<file path="src/rtl/jtopl_pkg.sv">
// Shared constants, types and the rhythm ring-modulation term for the OPL
// phase path, so the sequencer and any reference model agree on them.
package jtopl_pkg;

    localparam int SLOTS   = 18;
    localparam int HH_SLOT = 14;
    localparam int SD_SLOT = 15;
    localparam int TC_SLOT = 17;
    localparam int LFSR_W  = 23;
    localparam logic [LFSR_W-1:0] LFSR_SEED = 23'h1;

    typedef struct packed {
        logic hh;
        logic sd;
        logic tc;
    } rhy_en_t;

    function automatic logic rm_xor_f(input logic [9:0] hh, input logic [9:0] tc);
        return (hh[2] ^ hh[7]) | (hh[3] ^ tc[5]) | (tc[3] ^ tc[5]);
    endfunction

endpackage

</file>
<file path="src/rtl/jtopl_noise_lfsr.sv">
// Fibonacci noise LFSR with a step enable; recovers from the lock-up state
// by reloading the seed.
module jtopl_noise_lfsr
    import jtopl_pkg::*;
#(
    parameter int              W    = LFSR_W,
    parameter int              TAP  = 8,
    parameter logic [W-1:0]    SEED = LFSR_SEED
) (
    input  logic clk,
    input  logic rst_n,
    input  logic i_cen,
    input  logic i_step,
    output logic o_noise
);

    logic [W-1:0] r_lfsr;
    logic [W-1:0] w_next;
    logic         w_fb;

    always_comb begin
        w_fb   = r_lfsr[W-1] ^ r_lfsr[TAP];
        w_next = (r_lfsr == '0) ? SEED : {r_lfsr[W-2:0], w_fb};
    end

    always_ff @(posedge clk or negedge rst_n) begin
        if (!rst_n)
            r_lfsr <= SEED;
        else if (i_cen && i_step)
            r_lfsr <= w_next;
    end

    assign o_noise = r_lfsr[W-1];

endmodule

</file>
<file path="src/rtl/jtopl_rhy_ctrl.sv">
// Rhythm-mode sequencer: slot counter, HH/SD/TC enables, HH/TC phase capture,
// ring-modulation term and the per-frame noise source.
module jtopl_rhy_ctrl #(
    parameter int                                SLOTS     = jtopl_pkg::SLOTS,
    parameter int                                HH_SLOT   = jtopl_pkg::HH_SLOT,
    parameter int                                SD_SLOT   = jtopl_pkg::SD_SLOT,
    parameter int                                TC_SLOT   = jtopl_pkg::TC_SLOT,
    parameter logic [jtopl_pkg::LFSR_W-1:0]      LFSR_SEED = jtopl_pkg::LFSR_SEED
) (
    input  logic       clk,
    input  logic       rst_n,
    input  logic       cen,
    input  logic       zero,
    input  logic       rhy_en,
    input  logic [9:0] phase_pre,
    output logic [4:0] slot,
    output logic [9:0] hh,
    output logic       hh_en,
    output logic       sd_en,
    output logic       tc_en,
    output logic       rm_xor,
    output logic       noise
);

    import jtopl_pkg::*;

    localparam logic [4:0] LAST   = 5'(SLOTS - 1);
    localparam logic [4:0] HH_IDX = 5'(HH_SLOT);
    localparam logic [4:0] SD_IDX = 5'(SD_SLOT);
    localparam logic [4:0] TC_IDX = 5'(TC_SLOT);

    logic [4:0] r_slot;
    logic [9:0] r_hh;
    logic [9:0] r_tc;
    logic       w_last;
    rhy_en_t    w_en;

    assign w_last = (r_slot == LAST);

    // Captures ignore rhy_en so the phases are already valid when rhythm mode turns on.
    always_ff @(posedge clk or negedge rst_n) begin
        if (!rst_n) begin
            r_slot <= '0;
            r_hh   <= '0;
            r_tc   <= '0;
        end else if (cen) begin
            r_slot <= (zero || w_last) ? 5'd0 : r_slot + 5'd1;
            if (r_slot == HH_IDX)
                r_hh <= phase_pre;
            if (r_slot == TC_IDX)
                r_tc <= phase_pre;
        end
    end

    always_comb begin
        w_en    = '0;
        w_en.hh = rhy_en && (r_slot == HH_IDX);
        w_en.sd = rhy_en && (r_slot == SD_IDX);
        w_en.tc = rhy_en && (r_slot == TC_IDX);
    end

    // One noise step per sample frame, taken on the last slot even if zero resyncs it.
    jtopl_noise_lfsr #(
        .W    (LFSR_W),
        .TAP  (8),
        .SEED (LFSR_SEED)
    ) u_lfsr (
        .clk     (clk),
        .rst_n   (rst_n),
        .i_cen   (cen),
        .i_step  (w_last),
        .o_noise (noise)
    );

    assign slot   = r_slot;
    assign hh     = r_hh;
    assign hh_en  = w_en.hh;
    assign sd_en  = w_en.sd;
    assign tc_en  = w_en.tc;
    assign rm_xor = rm_xor_f(r_hh, r_tc);

endmodule

</file>
<file path="config.mk">
export PLATFORM = sky130hd
export DESIGN_NAME = jtopl_rhy_ctrl
export DESIGN_NICKNAME = d
export VERILOG_FILES = /design/src/rtl/jtopl_pkg.sv /design/src/rtl/jtopl_noise_lfsr.sv /design/src/rtl/jtopl_rhy_ctrl.sv
export SDC_FILE = /design/constraint.sdc
export NUM_CORES = 1
export LEC_CHECK = 0
export CORE_ASPECT_RATIO = 1.2
export CORE_MARGIN = 4
export CORE_UTILIZATION = 53
export CTS_BUF_LIST = sky130_fd_sc_hd__clkbuf_2 sky130_fd_sc_hd__clkbuf_4 sky130_fd_sc_hd__clkbuf_8
export DETAILED_ROUTE_END_ITERATION = 7
export PLACE_DENSITY = 0.81
export SLEW_MARGIN = 20
export SYNTH_ARGS = -nofsm -noshare
export SYNTH_HDL_FRONTEND = slang
export SYNTH_SLANG_ARGS = --single-unit
</file>
<file path="constraint.sdc">
create_clock -name clk -period 2.2 [get_ports clk]
set_input_delay 0.66 -clock clk [delete_from_list [all_inputs] [get_ports clk]]
set_output_delay 0.66 -clock clk [all_outputs]
set_load 0.05 [all_outputs]
</file>
[Word-level counts from Yosys, hierarchy flattened]
Cells that the tools add are included.
Storage, ports and cells
  register bits: 44
  bits in latches: 0
  memory bits (writable): 0
  memory bits (read-only): 0
  bits of input ports: 15
  output and inout bits: 20
  word-level logic and storage cells: 24
  memories kept: 0
Cells by class
  add/subtract/negate cells: 1
  multipliers: 0
  divide/modulo/power cells: 0
  $lt $le $gt $ge: 0
  equal/unequal tests: 3
  shift-type cells: 0
  mux-type cells: 2
  bitwise operators: 6
  reduce and logical (&&, ||, !) cells: 8
Operators by type and width (count)
  23-bit logical NOT: 1
  23-bit two-way mux: 1
  5-bit by 4-bit equality test with 1-bit output, second input constant: 2
  5-bit by 1-bit adder with 5-bit output, second input constant: 1
  5-bit equality test, second input constant: 1
  5-bit two-way mux: 1
  1-bit logical AND: 4
  2-bit AND reduction: 2
  1-bit XOR: 4
  1-bit bitwise OR: 2
  1-bit logical OR: 1

[Depth between registers and ports, before layout]
Gate-level depths: netlist of the first run.
  depth in word-level cells: 3
  gate-level depth with buffers: 7
  gate-level depth less buffers: 6

[Cells and area by module]
From an unflattened synthesis of the first run, not the netlist that was laid out.
Second synthesis, totals
  cell total of the unflattened synthesis: 124
  area total of the unflattened synthesis: 1841.8 um^2
Modules (own cells, without submodules)
  jtopl_noise_lfsr: instances 1, cells each 59, area an instance 1019.7 um^2, sequential area each 576.8 um^2
  jtopl_rhy_ctrl: instances 1, cells each 65, area an instance 822.0 um^2, sequential area each 425.4 um^2

[Worst setup path before layout of the first run]
No wires, ideal clock.
  path kind: register -> output
  start point: reg r_hh[3] (netlist: hh[3])
  end point: out rm_xor
  arrival time: 1907 ps
  required time: 1540 ps
  slack: -367 ps
  stages on the path, launching flop included: 3
  buffers on the path: 0
  cell sequence: dfrtp_1 -> and3_1 -> o21ai_0
Between the ends
  cells in the longest elaborated chain, start to end: 3
Ends and longest elaborated chain
  start, declared: line jtopl_rhy_ctrl.sv:33  | logic [9:0] r_hh;
  start signal, assigned: line jtopl_rhy_ctrl.sv:49  | r_hh <= phase_pre;
  1-bit XOR: line jtopl_pkg.sv:19  | return (hh[2] ^ hh[7]) | (hh[3] ^ tc[5]) | (tc[3] ^ tc[5]);
  1-bit bitwise OR (2 in series): line jtopl_pkg.sv:19
  end, declared: line jtopl_rhy_ctrl.sv:21  | output logic rm_xor,
No other way between the ends.

[Worst setup path in the final report of the first run]
  start point: reg r_slot[0] (netlist: slot[0])
  end point: out sd_en
Between the ends
  cells in the longest elaborated chain, start to end: 2
Ends and longest elaborated chain
  start, declared: line jtopl_rhy_ctrl.sv:32  | logic [4:0] r_slot;
  start signal, assigned: line jtopl_rhy_ctrl.sv:47  | r_slot <= (zero || w_last) ? 5'd0 : r_slot + 5'd1;
  5-bit by 4-bit equality test with 1-bit output: line jtopl_rhy_ctrl.sv:58  | w_en.sd = rhy_en && (r_slot == SD_IDX);
  1-bit logical AND: line jtopl_rhy_ctrl.sv:58
  end, declared: line jtopl_rhy_ctrl.sv:19  | output logic sd_en,
No other way between the ends.

==> reports/qor.txt, run 1 <==
max incr delay on CP -> 470 ps
drt pass-1 iters -> 4
Mapped Cells -> 121
failing checks -> setup timing
Starting Density -> 56.9%
compound-cell area share of the yosys netlist -> 2.85%
WL final -> 3300 um
diodes inserted -> 0
Die Width -> 61.2 um
Die Area -> 4400 sq um
RSZ-0062 raised after global routing -> yes
Avg Cell Area, Syn -> 14.9 sq um
Bufs and invs on worst path -> 1
Setup Skew -> 4.54 ps
Simple-Gate Fraction of Synth Area -> 8.62%
Clock power frac -> 29.0%
crit path kind -> register to primary output
cell area after synthesis -> 1800 sq um
leakage power -> 1.35 nW
number of CTS-inserted buffers -> 5
post-cts hold buffer count -> 0
ranking of synthesized cells by instance count -> 39 x dfrtp_1, 20 x mux2_4, 15 x mux2_2, 5 x nor4_1, 5 x o21ai_0
vias in the first global route -> 1183
Routed Antenna Nets -> 0
worst skew pair latency -> 340 ps
Avg Vias per Cell -> 5.49
critical-path cell list -> ha_4 > and3_4 > ha_4 > and2_4 > buf_12
Via Count -> 1136
initial detailed-routing violation count -> 36
placed cell area -> 2240 sq um
largest family of logic cells by synthesized area -> multiplexers
io pins -> 35
Setup WS pre-CTS -> 2.71 ps
# fillers -> 187
GPL Wtd Cong -> 0.724
Max FO, Critical Path -> 4
Comb power frac -> 13.9%
worst-margin pin slew -> 509 ps
Syn Nets -> 140
number of flops mapped to enable cells by yosys -> 0
Critical Path AT -> 1570 ps
Tmin final -> 2230 ps
Overflow after GRT -> 0
CP required -> 1540 ps
asr flop ratio synth -> 100%
CP most frequent cell -> ha_4
Primary FF master, synth -> dfrtp_1
clock root buffer -> clkbuf_4
num rows -> 22
drt wl/cell -> 15.9 um
Port Buffers -> 34
post-synthesis adder-cell area fraction -> 2.78%
crit end category -> primary output
outcome -> finished with violations
post-synth top area cell -> dfrtp_1
post-route cell area -> 2410 sq um
Area Overhead vs Synth -> 33.8%
Yosys reg bits -> 40
Fin. Hold Viols -> 0
internal power -> 1.01 mW
unique cell type count in the Yosys netlist -> 26
share of power burned in registers -> 57.1%
Final Cycle Share -> 101%
share of layout cells above drive strength 1 -> 48.0%
largest net degree at the start of global routing -> 16
core area -> 3170 sq um
Max-Cap Viols -> 0
Max VDD drop -> 0.456 mV
Hold WC Path Type -> primary input to asynchronous set/reset pin
Switching Fraction -> 25.3%
Setup-failing EPs final -> 2
Max transition margin -> 66.0%
family with the most delay on the worst path -> flip-flops
Post-Synth XOR/XNOR Area -> 0.973%
post-synthesis mux area share -> 26.6%
CTS clock-pin slew for the worst setup and hold paths -> 110 ps
sequential share of the synthesized area -> 55.7%
Nets -> 189
drc violations -> 0
CTS tree -> built
final setup margin -> -29.1 ps
fmax -> 449 MHz
global-route wire length before repair -> 5400 um
number of clock sinks -> 40
All-Layer GR Usage -> 16.6%
top cell type's share of synthesized area -> 54.2%
H-tree depth -> 2
antenna violations before repair -> 0
Die Ht -> 71.8 um
cell with the most instances after synthesis -> dfrtp_1
Startpoint Class -> register
PwrDens -> 562 nW/um^2
Sw Pwr -> 0.343 mW
clock buffer depth -> 2
post-DP HPWL -> 2400 um
Synth warnings -> 0
Pins Over Slew Limit -> 0
slowest cell on the critical path -> dfrtp_2
Area contributors post-synth -> dfrtp_1 54%, mux2_4 17%, mux2_2 9.4%
==> worst register-to-register path: cells and delay by family, from the launching register on <==
kind	cells	cell delay, ps
AOI/OAI and AO/OA	1	270
adders and majority gates	1	170
buffers and inverters	2	300
and+or+nand+nor	3	510
DFF	1	470
==> logic make-up after synthesis <==
family | Yosys count
DFF | 40
adders and majority gates | 4
xor gates and xnor gates | 2
muxes | 36
AOI/OAI and AO/OA | 9
buffers and inverters | 7
and+or+nand+nor | 23
==> final timing paths <==
path / end / slack [ps] / from / depth (start not counted)
worst max register to register: slot[3] / 390 / slot[0] / 7
worst min register to register: hh[8] / 510 / hh[8] / 1
min in group clk: hh[8] / 510 / hh[8] / 1
max in group asynchronous: u_lfsr.r_lfsr[0] / 1440 / rst_n / 2
worst min-delay path: hh[1] / 190 / rst_n / 1
worst max-delay path: sd_en / -30 / slot[0] / 5
==> layout make-up <==
type / instances / area [sq um] / area share [%]
Clock inverter: 1 / 7.51 / 0.312
Tap cell: 36 / 45.0 / 1.87
Inverter: 4 / 15.0 / 0.623
Sequential cell: 40 / 1000 / 41.7
Timing Repair Buffer: 45 / 479 / 19.9
Multi-Input combinational cell: 74 / 798 / 33.1
Clock buffer: 7 / 58.8 / 2.44
==> power by group through the flow <==
stage	Combinational (mW)	Clock [mW]	Sequential [mW]
floorplan	0.0549	0	0.813
global placement	0.164	0	0.786
detailed placement	0.168	0	0.787
CTS	0.184	0.403	0.773
global route	0.203	0.441	0.777
finish	0.188	0.393	0.774
==> timing repair <==
action,4_1_cts,5_1_grt
pin swaps,4,3
buffers inserted,5,1
gates resized for setup,12,10
endpoints found under the setup margin,6,9
==> per-layer routing <==
layer | vias to the layer above | track usage, % | wire length [um]
li1 | 530 | - | -
met1 | 572 | 20.2 | 1310
met2 | 30 | 27.6 | 1750
met3 | 4 | 5.05 | 193
met4 | 0 | 5.06 | 38
met5 | - | 0 | 0
==> per-stage QoR <==
| stage | setup TNS (ps) | instances | total power [mW] | util [%] | hold slack (ps) |
|---|---|---|---|---|---|
| floorplan | 0 | 121 | 0.868 | - | 364 |
| global placement | 0 | 193 | 0.949 | 70.8 | 487 |
| detailed placement | 0 | 193 | 0.955 | 70.8 | 494 |
| CTS | -99.1 | 206 | 1.36 | 75.0 | 185 |
| global route | -179 | 207 | 1.42 | 76.1 | 189 |
| finish | -30.9 | 207 | 1.35 | 76.1 | 193 |
==> cell usage in the layout (no fill, tap or decap), drive strengths merged, types with 2 or more instances in the layout <==
cell type / n
and2: 3
and3: 2
buf: 22
clkbuf: 7
clkdlybuf4s50: 14
dfrtp: 39
dlygate4sd2: 3
dlymetal6s2s: 6
ha: 4
inv: 4
mux2: 35
nand2: 5
nor3: 3
nor4: 5
o21ai: 5
o22ai: 2
xnor2: 2
==> state kept, by name, indices dropped and copies added, names as in the netlist <==
register       cells
r_tc               2
u_lfsr.r_lfsr     23
hh                10
slot               5
Note: power is estimated with default switching activity, not from simulation.
==> run 2: changes to the inputs <==
- SLEW_MARGIN: 20 -> unset
==> results of run 2 <==
Same layout as run 1: the final DEF is identical, and so are final timing and power.
